--- src/rtl/mips_ctrl_pkg.sv ---
// rtl/mips_ctrl_pkg.sv - shared branch/trap control codes for the ID-stage sequencer
package mips_ctrl_pkg;

    localparam logic [3:0] BR_JR      = 4'd0;
    localparam logic [3:0] BR_J       = 4'd1;
    localparam logic [3:0] BR_JAL     = 4'd2;
    localparam logic [3:0] BR_BEQ     = 4'd3;
    localparam logic [3:0] BR_BNE     = 4'd4;
    localparam logic [3:0] BR_BGEZ    = 4'd5;
    localparam logic [3:0] BR_JALR    = 4'd6;
    localparam logic [3:0] BR_BREAK   = 4'd7;
    localparam logic [3:0] BR_SYSCALL = 4'd8;
    localparam logic [3:0] BR_ERET    = 4'd9;
    localparam logic [3:0] BR_TEQ     = 4'd10;

    localparam logic [1:0] PC_SEQ    = 2'd0;
    localparam logic [1:0] PC_TARGET = 2'd1;
    localparam logic [1:0] PC_EXC    = 2'd2;
    localparam logic [1:0] PC_EPC    = 2'd3;

    localparam logic [4:0] EXC_NONE    = 5'd0;
    localparam logic [4:0] EXC_SYSCALL = 5'd8;
    localparam logic [4:0] EXC_BREAK   = 5'd9;
    localparam logic [4:0] EXC_TEQ     = 5'd13;

    typedef enum logic [1:0] {
        ST_RUN      = 2'd0,
        ST_DRAIN    = 2'd1,
        ST_REQ      = 2'd2,
        ST_REDIRECT = 2'd3
    } state_e;

    function automatic logic uses_rs(input logic [3:0] ena);
        return (ena == BR_JR) || (ena == BR_BEQ) || (ena == BR_BNE) ||
               (ena == BR_BGEZ) || (ena == BR_JALR) || (ena == BR_TEQ);
    endfunction

    function automatic logic uses_rt(input logic [3:0] ena);
        return (ena == BR_BEQ) || (ena == BR_BNE) || (ena == BR_TEQ);
    endfunction

endpackage

--- src/rtl/branch_redirect_sched.sv ---
// rtl/branch_redirect_sched.sv - ID-stage branch/trap sequencer with CP0 handshake
module branch_redirect_sched
    import mips_ctrl_pkg::*;
#(
    parameter int DRAIN_CYCLES = 2,
    parameter int CNT_W        = 16
) (
    input  logic             clk,
    input  logic             rst_n,
    input  logic             id_valid,
    input  logic [3:0]       branch_ena,
    input  logic             id_branch,
    input  logic             rs_busy,
    input  logic             rt_busy,
    input  logic             cp0_ack,
    output logic [1:0]       pc_sel,
    output logic             pc_stall,
    output logic             if_id_stall,
    output logic             if_id_flush,
    output logic             id_ex_bubble,
    output logic             cp0_exc_req,
    output logic             cp0_eret_req,
    output logic [4:0]       cp0_cause,
    output logic [CNT_W-1:0] stall_cnt
);

    localparam logic [3:0] DRAIN_LOAD = 4'(DRAIN_CYCLES);

    state_e           state_q, state_d;
    logic [3:0]       drain_q, drain_d;
    logic [4:0]       cause_q, cause_d;
    logic             eret_q, eret_d;
    logic [CNT_W-1:0] stall_cnt_q, stall_cnt_d;

    logic hazard, is_trap, is_eret, is_jump;

    always_comb begin
        hazard  = id_valid & ((uses_rs(branch_ena) & rs_busy) |
                              (uses_rt(branch_ena) & rt_busy));
        is_trap = id_valid & ((branch_ena == BR_BREAK) || (branch_ena == BR_SYSCALL) ||
                              ((branch_ena == BR_TEQ) && id_branch));
        is_eret = id_valid & (branch_ena == BR_ERET);
        is_jump = id_valid & ((branch_ena == BR_JR) || (branch_ena == BR_J) ||
                              (branch_ena == BR_JAL) || (branch_ena == BR_JALR) ||
                              (((branch_ena == BR_BEQ) || (branch_ena == BR_BNE) ||
                                (branch_ena == BR_BGEZ)) && id_branch));
    end

    always_comb begin
        state_d      = state_q;
        drain_d      = drain_q;
        cause_d      = cause_q;
        eret_d       = eret_q;
        stall_cnt_d  = stall_cnt_q;
        pc_sel       = PC_SEQ;
        pc_stall     = 1'b0;
        if_id_stall  = 1'b0;
        if_id_flush  = 1'b0;
        id_ex_bubble = 1'b0;
        cp0_exc_req  = 1'b0;
        cp0_eret_req = 1'b0;
        cp0_cause    = EXC_NONE;

        case (state_q)
            ST_RUN: begin
                if (hazard) begin
                    pc_stall     = 1'b1;
                    if_id_stall  = 1'b1;
                    id_ex_bubble = 1'b1;
                    if (stall_cnt_q != '1) stall_cnt_d = stall_cnt_q + CNT_W'(1);
                end else if (is_trap || is_eret) begin
                    // Freeze fetch in the detect cycle so the trapping instruction stays in ID
                    pc_stall     = 1'b1;
                    if_id_stall  = 1'b1;
                    id_ex_bubble = 1'b1;
                    drain_d      = DRAIN_LOAD;
                    eret_d       = is_eret;
                    if (is_eret)                        cause_d = EXC_NONE;
                    else if (branch_ena == BR_SYSCALL)  cause_d = EXC_SYSCALL;
                    else if (branch_ena == BR_BREAK)    cause_d = EXC_BREAK;
                    else                                cause_d = EXC_TEQ;
                    state_d = ST_DRAIN;
                end else if (is_jump) begin
                    pc_sel = PC_TARGET;
                end
            end
            ST_DRAIN: begin
                pc_stall     = 1'b1;
                if_id_stall  = 1'b1;
                id_ex_bubble = 1'b1;
                drain_d      = drain_q - 4'd1;
                if (drain_q <= 4'd1) state_d = ST_REQ;
            end
            ST_REQ: begin
                pc_stall     = 1'b1;
                if_id_stall  = 1'b1;
                id_ex_bubble = 1'b1;
                cp0_eret_req = eret_q;
                cp0_exc_req  = ~eret_q;
                cp0_cause    = cause_q;
                if (cp0_ack) state_d = ST_REDIRECT;
            end
            ST_REDIRECT: begin
                pc_sel       = eret_q ? PC_EPC : PC_EXC;
                if_id_flush  = 1'b1;
                id_ex_bubble = 1'b1;
                cause_d      = EXC_NONE;
                state_d      = ST_RUN;
            end
            default: state_d = ST_RUN;
        endcase
    end

    always_ff @(posedge clk or negedge rst_n) begin
        if (!rst_n) begin
            state_q     <= ST_RUN;
            drain_q     <= 4'd0;
            cause_q     <= EXC_NONE;
            eret_q      <= 1'b0;
            stall_cnt_q <= '0;
        end else begin
            state_q     <= state_d;
            drain_q     <= drain_d;
            cause_q     <= cause_d;
            eret_q      <= eret_d;
            stall_cnt_q <= stall_cnt_d;
        end
    end

    assign stall_cnt = stall_cnt_q;

endmodule

--- config.mk ---
export PLATFORM = sky130hd
export DESIGN_NAME = branch_redirect_sched
export DESIGN_NICKNAME = d
export VERILOG_FILES = /design/src/rtl/mips_ctrl_pkg.sv /design/src/rtl/branch_redirect_sched.sv
export SDC_FILE = /design/constraint.sdc
export NUM_CORES = 1
export LEC_CHECK = 0
export CORE_AREA = 2 2 58 60
export CTS_BUF_LIST = sky130_fd_sc_hd__clkbuf_4 sky130_fd_sc_hd__clkbuf_8
export CTS_CLUSTER_SIZE = 10
export DETAILED_ROUTE_END_ITERATION = 6
export DIE_AREA = 0 0 60 62
export GPL_ROUTABILITY_DRIVEN = 0
export GPL_TIMING_DRIVEN = 0
export PLACE_DENSITY = 0.89
export SLEW_MARGIN = 20
export SYNTH_ARGS = -nofsm -noshare
export SYNTH_HDL_FRONTEND = slang
export SYNTH_SLANG_ARGS = --single-unit
--- constraint.sdc ---
create_clock -name clk -period 3.75 [get_ports clk]
set_input_delay 0.375 -clock clk [delete_from_list [all_inputs] [get_ports clk]]
set_output_delay 0.375 -clock clk [all_outputs]
set_load 0.01 [all_outputs]
Word level (Yosys, flattened, before mapping):

Cells that the tools add are included.

* register bits after elaboration: 28
* bits of input ports: 11
* output and inout port bits: 29
* word-level logic and storage cells: 90

* $add $sub $neg: 2
* magnitude comparators: 1
* equal/unequal tests: 18
* multiplexer cells: 27
* bitwise logic cells: 9
* reduce and logical (&&, ||, !) cells: 28

Operators with widths (count)
* adder 16 x 1 -> 16 bit (second input constant): 1
* equality test 4 x 3 -> 1 bit (second input constant): 4
* inequality test 16 bit (second input constant): 1
* logical OR 1 bit: 15
* two-way mux 5 bit: 3
* equality test 4 bit (second input constant): 3
* two-way mux 4 bit: 3
* AND reduction 3 bit: 4
* one-hot mux 5 bit (2 select lines): 1
* two-way mux 1 bit: 9
* equality test 4 x 2 -> 1 bit (second input constant): 2
* two-way mux 2 bit: 4
* inequality test 2 bit (second input constant): 4
* one-hot mux 2 bit (4 select lines): 1
* one-hot mux 4 bit (2 select lines): 1
* bitwise AND 1 bit: 6
* two-way mux 3 bit: 2
* equality test 2 bit (second input constant): 2
* equality test 4 x 1 -> 1 bit (second input constant): 1
* <= comparator 4 x 1 -> 1 bit (second input constant): 1
* zero test 4 bit: 1
* one-hot mux 1 bit (2 select lines): 2
* one-hot mux 2 bit (2 select lines): 1
* AND reduction 4 bit: 1
* other kinds (9): 12

Longest topological paths before layout:

Gate-level depths: netlist (run 1).

* depth in word-level cells: 11
* gate-level depth with buffers: 9
* depth with buffers taken out: 7

Least setup slack after synthesis (run 1):

No wires, ideal clock.

* path kind: register to register
* from: register state_q[0]
* to: register state_q[1]
* setup time: 0.128 ns
* data arrival time: 1.999 ns
* required time: 3.622 ns
* path slack: 1.623 ns
* stages on the path, launching flop included: 8
* clock period less this slack: 2.127 ns
* cell sequence: dfrtp_1 inv_1 ha_1 nand2_1 or3_1 buf_2 a221oi_2 mux2_1

* word-level cells in the longest chain between the ends: 3

Ends and longest elaborated chain
* start: declaration: line branch_redirect_sched.sv:29 `state_e state_q, state_d;`
* start signal: assignment: line branch_redirect_sched.sv:122 `state_q <= state_d;`
* equality test 2 x 1 -> 1 bit (tied with other cells): line branch_redirect_sched.sv:64 `case (state_q)`
* inequality test 2 bit (no line)
* AND reduction 4 bit (no line)

Parallel ways exist; a longest one is shown, timed or not.
A chain may end at the register's enable or synchronous reset.

Final worst setup path (run 1):

* from: input branch_ena[1]
* to: output pc_stall

* word-level cells in the longest chain between the ends: 11

Ends and longest elaborated chain
* start: declaration: line branch_redirect_sched.sv:11 `input logic [3:0] branch_ena,`
* equality test 4 x 2 -> 1 bit / zero test 4 bit (equally long branches): line mips_ctrl_pkg.sv:34, mips_ctrl_pkg.sv:39
* logical OR 1 bit (3 in a row): line mips_ctrl_pkg.sv:34 `return (ena == BR_JR) || (ena == BR_BEQ) || (ena == BR_BNE) ||`
* logical OR 1 bit (2 in a row): line mips_ctrl_pkg.sv:35 `(ena == BR_BGEZ) || (ena == BR_JALR) || (ena == BR_TEQ);`
* bitwise AND 1 bit: line branch_redirect_sched.sv:38 `hazard = id_valid & ((uses_rs(branch_ena) & rs_busy) |`
* OR 1 bit: line branch_redirect_sched.sv:38
* bitwise AND 1 bit: line branch_redirect_sched.sv:38
* two-way mux 1 bit (*): line branch_redirect_sched.sv:66 `if (hazard) begin`
* one-hot mux 1 bit (2 select lines) (*): line branch_redirect_sched.sv:64
* end: declaration: line branch_redirect_sched.sv:17 `output logic pc_stall,`

Every way passes the cells marked *; elsewhere a longest branch is shown, timed or not.

==> results.ini, run 1 <==
[synthesis]
portion_of_the_post_synthesis_area_used_by_sequential_elements_pct=40.3
netlist_instances=173
netlist_area_um2=1610
yosys-top-cells-area=sky130_fd_sc_hd__dfrtp_1 40%, sky130_fd_sc_hd__ha_1 6.2%, sky130_fd_sc_hd__xnor2_1 4.3%
synth.top_cell.area_share_pct=40.3
ys.flop_type=sky130_fd_sc_hd__dfrtp_1
synth_edf_count=0
yosysWarnings=0
avgSynthCellArea_um2=9.32
synthArstFlopShare_pct=100
synth_seq_cells=26
netlist-cell-type-count=43
yosysTopAreaCell=sky130_fd_sc_hd__dfrtp_1

[detailed_routing]
routedWlPerCell_um=12.4
drt_pass1_iterations=4
post_detailed_routing_wire_length_mm=3.23
detail-route-antenna-nets=0
drtIter0Drc=55
remaining_drc_errors=0
detailroute.via_count=1378
post_drt_via_cell_ratio=5.30

[timing]
timing_worst_slew_pin_value_ns=0.572
timing.final.ws_setup_ns=0.849
finalSetupViolCount=0
final.min_clock_period_ns=2.90
maxSlewHeadroom_pct=61.9
fmax_ghz=0.345
grt_setup_unrepaired=false
fin_setup_tns_ns=0
count_of_final_hold_check_violations=0
post-route-period-util_pct=77.4
drv_slew=0
clock_skew_ns=0.00949

[critical_path]
end_of_the_worst_register_to_register_path=state_q[1]$_DFFE_PN0P_
cell_repeated_most_along_the_worst_path=sky130_fd_sc_hd__clkdlybuf4s50_1
cp.required_ns=3.38
cp-start-kind=primary input
crit_buf_inv=3
crit_chain=clkdlybuf4s50_1, nand2b_1, a2111o_1, nand4_1, a21oi_1, nor2_1, buf_4, clkdlybuf4s50_1
critical_path_class=primary input to output pin
timing.critical_path.slowest_cell_delay_ns=0.53
worst_r2r_path_depth=7
end_kind=output pin
crit_slowest_cell=sky130_fd_sc_hd__clkdlybuf4s50_1
arrival_ns=2.53
crit_path_max_fanout=7
timing.critical_path.max_delay_family=buffers and inverters
timing.reg2reg.setup_slack_ns=1.37
worstReg2RegStart=state_q[1]$_DFFE_PN0P_

[placed_design]
hpwl_mm=2.52
portBuffers=36
dpl_worst_slack_ns=0.836
post_dp_cell_area_um2=2030

[layout]
stdcell_area_um2=2070
most_common_library_cell_in_the_layout_ignoring_fill_and_taps=sky130_fd_sc_hd__clkdlybuf4s50_1
mostFrequentLayoutCells=35 x sky130_fd_sc_hd__clkdlybuf4s50_1, 26 x sky130_fd_sc_hd__dfrtp_1, 18 x sky130_fd_sc_hd__nand2_1
drive_above_1_share_pct=8.88
fillerInstances=284
finalCoreUtilization_pct=65.0
nNetsFinal=234
diodes=0
flow.area_growth_from_synthesis_pct=28.1

[clock_network]
post_cts_buffers=0
path_clk_slew_ns=0.14
ctsHtreeMaxLevel=1
cts.root.buffer_cell=sky130_fd_sc_hd__clkbuf_4
tritoncts.num_buffers=3
tritoncts=built
cts_num_sinks=26
resized_gates_after_cts=0
cts_buffer_depth=2
clock_latency_ns=0.32
cts_hold_bufs=0

[floorplanning]
fp.dieW_um=60
core_area_um2=3180
row_count=21
die_height_um=62
starting_density_pct=50.7
fp.dieArea_um2=3720
boundary_pins=40

[worst_hold_path]
hold_path_class=primary input to async pin

[global_route]
grt_antenna_before_repair=0
gr-usage-all-layers_pct=19.1
grt_first_pass_wirelength_mm=5.38
grt-ovfl-total=0
grt_pass1_vias=1238
grt_max_degree=27

[power]
leakagePower_nw=0.945
worst_ir_drop_vdd_mv=0.270
power.density_nw_per_um2=533

[outcome]
run_status=completed

[flow_run]
cap_violations=0

## where the power goes
group,switching (W),internal [W],total (W)
clock,0.0000824,0.0000594,0.000142
combinational,0.000265,0.000293,0.000558
sequential,0.0000596,0.000341,0.000400
total,0.000407,0.000694,0.00110
## metrics by stage
step,hold slack [ns],total power (W),std cells
3_3_place_gp,0.472,0.000951,256
5_1_grt,0.0528,0.00120,260
3_5_place_dp,0.404,0.000969,256
4_1_cts,0.0298,0.00111,260
2_1_floorplan,0.0794,0.000751,174
6_report,0.0235,0.00110,260
## state kept, by name (all words and copies together) (netlist names)
signal and count:
cause_q 3, drain_q 4, eret_q 1, stall_cnt 16, state_q 2
## metal layers
metal  track usage (%)  part of all wire, %  routed length [µm]
met4              7.94                  1.4                  44
met1              24.1                   44                1430
met5                 0                    0                   0
met2              32.8                   51                1630
met3              2.90                  3.7                 120
## kinds of logic (layout without fill, tap and decap cells)
logic type,after synthesis,count (layout),share of synthesized area [%]
xor gates and xnor gates,16,16,8.69
DFF,26,26,40.3
other,1,2,0.233
adders and majority gates,8,8,6.21
AOI/OAI and AO/OA,23,23,10.9
muxes,3,3,2.02
buffers and inverters,22,62,6.75
and+or+nand+nor,74,74,24.9
## synth_stat cells, types with 2 or more instances
cell and n:
sky130_fd_sc_hd__dfrtp_1 26, sky130_fd_sc_hd__nand2_1 18, sky130_fd_sc_hd__inv_1 13, sky130_fd_sc_hd__nand3_1 10
sky130_fd_sc_hd__nor2_1 9, sky130_fd_sc_hd__ha_1 8, sky130_fd_sc_hd__xnor2_1 8, sky130_fd_sc_hd__xor2_1 8
sky130_fd_sc_hd__a21oi_1 6, sky130_fd_sc_hd__a31oi_1 5, sky130_fd_sc_hd__and2_1 5, sky130_fd_sc_hd__and3_1 5
sky130_fd_sc_hd__nand4_1 5, sky130_fd_sc_hd__nor3_1 5, sky130_fd_sc_hd__buf_4 4, sky130_fd_sc_hd__or3_1 4
sky130_fd_sc_hd__buf_2 3, sky130_fd_sc_hd__nand2b_1 3, sky130_fd_sc_hd__a2111o_1 2, sky130_fd_sc_hd__nor2b_1 2
sky130_fd_sc_hd__o2111ai_1 2
## worst max path at each step
stage / startpoint / endpoint / slack, ns / cells past startpoint
floorplan: state_q[0]$_DFFE_PN0P_ / state_q[1]$_DFFE_PN0P_ / 1.62 / 7
global placement: branch_ena[1] / pc_stall / 0.87 / 8
detailed placement: branch_ena[1] / pc_stall / 0.84 / 8
CTS: branch_ena[1] / pc_stall / 0.83 / 8
global route: state_q[1]$_DFFE_PN0P_ / pc_stall / 0.64 / 8
finish: branch_ena[1] / pc_stall / 0.85 / 8
## layout make-up
type	count	area [µm²]	area share (%)
buffer	9	60.1	2.91
timing repair buffer	36	355	17.2
multi-input combinational	126	857	41.5
sequential	26	651	31.5
inverter	13	48.8	2.36
tap	46	57.6	2.79
clock buffer	4	36.3	1.76
Power figures use the tool's default switching activity.
==> inputs of run 2 (changes only) <==
--- a/config.mk
+++ b/config.mk
@@ -5,14 +5,14 @@
 export SDC_FILE = /design/constraint.sdc
 export NUM_CORES = 1
 export LEC_CHECK = 0
-export CORE_AREA = 2 2 58 60
+export CORE_AREA = 2 2 60 62
 export CTS_BUF_LIST = sky130_fd_sc_hd__clkbuf_4 sky130_fd_sc_hd__clkbuf_8
 export CTS_CLUSTER_SIZE = 10
 export DETAILED_ROUTE_END_ITERATION = 6
-export DIE_AREA = 0 0 60 62
+export DIE_AREA = 0 0 62 64
 export GPL_ROUTABILITY_DRIVEN = 0
 export GPL_TIMING_DRIVEN = 0
-export PLACE_DENSITY = 0.89
+export PLACE_DENSITY = 0.84
 export SLEW_MARGIN = 20
 export SYNTH_ARGS = -nofsm -noshare
 export SYNTH_HDL_FRONTEND = slang
==> constraint.sdc (replaced) <==
create_clock -name clk -period 2.75 [get_ports clk]
set_input_delay 0.275 -clock clk [delete_from_list [all_inputs] [get_ports clk]]
set_output_delay 0.275 -clock clk [all_outputs]
set_load 0.01 [all_outputs]
==> results.ini, run 2 (synthesis gave the netlist of run 1 again) <==
[critical_path]
first_element_of_the_critical_path=branch_ena[2]
worstReg2RegStart=state_q[0]$_DFFE_PN0P_
cp-start-kind=primary input
arrival_ns=2.27
end_of_the_worst_register_to_register_path=state_q[1]$_DFFE_PN0P_
timing.critical_path.slowest_cell_delay_ns=0.52
crit_chain=clkdlybuf4s50_1, inv_1, a2111o_1, nand4_1, a21oi_1, nor2_1, buf_4, clkdlybuf4s50_1
crit_path_max_fanout=4
timing.reg2reg.setup_slack_ns=0.49
worst_r2r_path_depth=7
critPathCapture=pc_stall
critical_path_depth=8
crit_slowest_cell=sky130_fd_sc_hd__clkdlybuf4s50_1
cp.required_ns=2.48
timing.critical_path.max_delay_family=buffers and inverters
cell_repeated_most_along_the_worst_path=sky130_fd_sc_hd__clkdlybuf4s50_1
crit_buf_inv=4
end_kind=output pin
critical_path_class=primary input to output pin

[timing]
clock_skew_ns=0.00231
timing_worst_slew_pin_value_ns=0.581
fin_setup_tns_ns=0
count_of_final_hold_check_violations=0
drv_slew=0
grt_setup_unrepaired=false
final.min_clock_period_ns=2.55
post-route-period-util_pct=92.7
finalSetupViolCount=0
fmax_ghz=0.392
maxSlewHeadroom_pct=61.3

[layout]
diodes=0
fillerInstances=281
mostFrequentLayoutCells=34 x sky130_fd_sc_hd__clkdlybuf4s50_1, 26 x sky130_fd_sc_hd__dfrtp_1, 17 x sky130_fd_sc_hd__nand2_1
flow.area_growth_from_synthesis_pct=28.3
most_common_library_cell_in_the_layout_ignoring_fill_and_taps=sky130_fd_sc_hd__clkdlybuf4s50_1
post_layout_nonfiller_instances=260
nNetsFinal=235
max_ffs_per_register=16
drive_above_1_share_pct=9.35

[power]
worst_ir_drop_vdd_mv=0.519
share_comb_of_total_power_pct=52.5
leakagePower_nw=0.950
clockPowerShare_pct=10.9
cell_internal_pwr_w=0.000926
design_power_total_w=0.00149
power.share.switching_pct=38.0
pwr-share-seq_pct=36.6
power.density_nw_per_um2=721
p_sw_w=0.000566

[clock_network]
path_clk_slew_ns=0.14
tritoncts=built
ctsHtreeMaxLevel=1
cts.root.buffer_cell=sky130_fd_sc_hd__clkbuf_4
clock_latency_ns=0.31
post_cts_buffers=0
tritoncts.num_buffers=3
cts_buffer_depth=2
cts_num_sinks=26

[global_route]
grt_first_pass_wirelength_mm=5.55
globalRouteMet2Util_pct=29.7
gr-usage-all-layers_pct=18.0
grt_antenna_before_repair=0
grt_pass1_vias=1280
global_route.usage.met3_pct=1.82
busiest_grt_layer=met2
grt-ovfl-total=0
grt_max_degree=27
globalRouteMet1Util_pct=24.4

[worst_hold_path]
hold_path_class=primary input to register
hold_path.startpoint=branch_ena[0]

[floorplanning]
starting_density_pct=49.1
row_count=21
core_area_um2=3280
fp.dieW_um=62
die_height_um=64
fp.dieArea_um2=3970
boundary_pins=40

[placed_design]
portBuffers=36
dp.cells=256
hpwl_mm=2.44

[outcome]
run_status=completed

[flow_run]
cap_violations=0

[detailed_routing]
detail-route-antenna-nets=0
detailroute.via_count=1386
drtIter0Drc=71
post_detailed_routing_wire_length_mm=3.20
post_drt_via_cell_ratio=5.33
remaining_drc_errors=0
routedWlPerCell_um=12.3
drt_pass1_iterations=4

==> run 2: how the worst min path moves through the flow <==
stage               slack, ns                      to  cells past startpoint
finish                   0.21      eret_q$_DFFE_PN0P_                      2
global route             0.20      eret_q$_DFFE_PN0P_                      2
CTS                      0.20      eret_q$_DFFE_PN0P_                      2
detailed placement       0.31  drain_q[2]$_DFFE_PN0P_                      1
global placement         0.47  cause_q[0]$_DFFE_PN0P_                      1
floorplan               -0.02  cause_q[0]$_DFFE_PN0P_                      0
==> run 2: power groups by stage <==
| stage | Clock (W) | Combinational [W] | Sequential [W] |
|---|---|---|---|
| 2_1_floorplan | 0 | 0.000481 | 0.000542 |
| 3_3_place_gp | 0 | 0.000755 | 0.000547 |
| 3_5_place_dp | 0 | 0.000778 | 0.000553 |
| 4_1_cts | 0.000166 | 0.000782 | 0.000546 |
| 5_1_grt | 0.000182 | 0.000884 | 0.000559 |
| 6_report | 0.000162 | 0.000784 | 0.000546 |
==> run 2: per-layer routing <==
| layer | up-vias | part of all wire [%] | routed length, µm |
|---|---|---|---|
| met1 | 669 | 44 | 1420 |
| met5 | - | 0 | 0 |
| met2 | 30 | 51 | 1640 |
| li1 | 685 | - | - |
| met3 | 2 | 3.9 | 126 |
| met4 | 0 | 0.44 | 14 |
==> run 2: final cells by class <==
type	instances	area [µm²]	share of cell area, %
multi-input cells	126	862	41.7
flip-flops and latches	26	651	31.4
repair buffers	37	368	17.8
plain buffers	9	60.1	2.90
well taps	46	57.6	2.78
inverters	13	48.8	2.36
clock buffers	3	22.5	1.09
==> run 2: worst register-to-register path: stages, from the launching register on <==
cell                       delay, ns
sky130_fd_sc_hd__dfrtp_1        0.44
sky130_fd_sc_hd__inv_1          0.12
sky130_fd_sc_hd__ha_2           0.28
sky130_fd_sc_hd__nand2_2        0.14
sky130_fd_sc_hd__or3_1          0.37
sky130_fd_sc_hd__buf_2          0.16
sky130_fd_sc_hd__a221oi_2       0.31
sky130_fd_sc_hd__mux2_1         0.36
==> run 2: what timing repair did <==
action,4_1_cts,5_1_grt
gates resized for setup,0,3
hold endpoints to repair,26,0
hold buffers,1,0
endpoints found under the setup margin,0,3
==> run 2: stage by stage <==
step	cell area (µm²)	hold WS [ns]	setup WS [ns]	util (%)
after floorplan	1620	-0.0206	0.623	-
after global placement	2030	0.472	0.0617	61.9
after detailed placement	2030	0.309	0.0528	61.8
after CTS	2060	0.201	0.0318	62.8
after global routing	2070	0.204	0.0262	63.0
final	2070	0.211	0.202	63.0
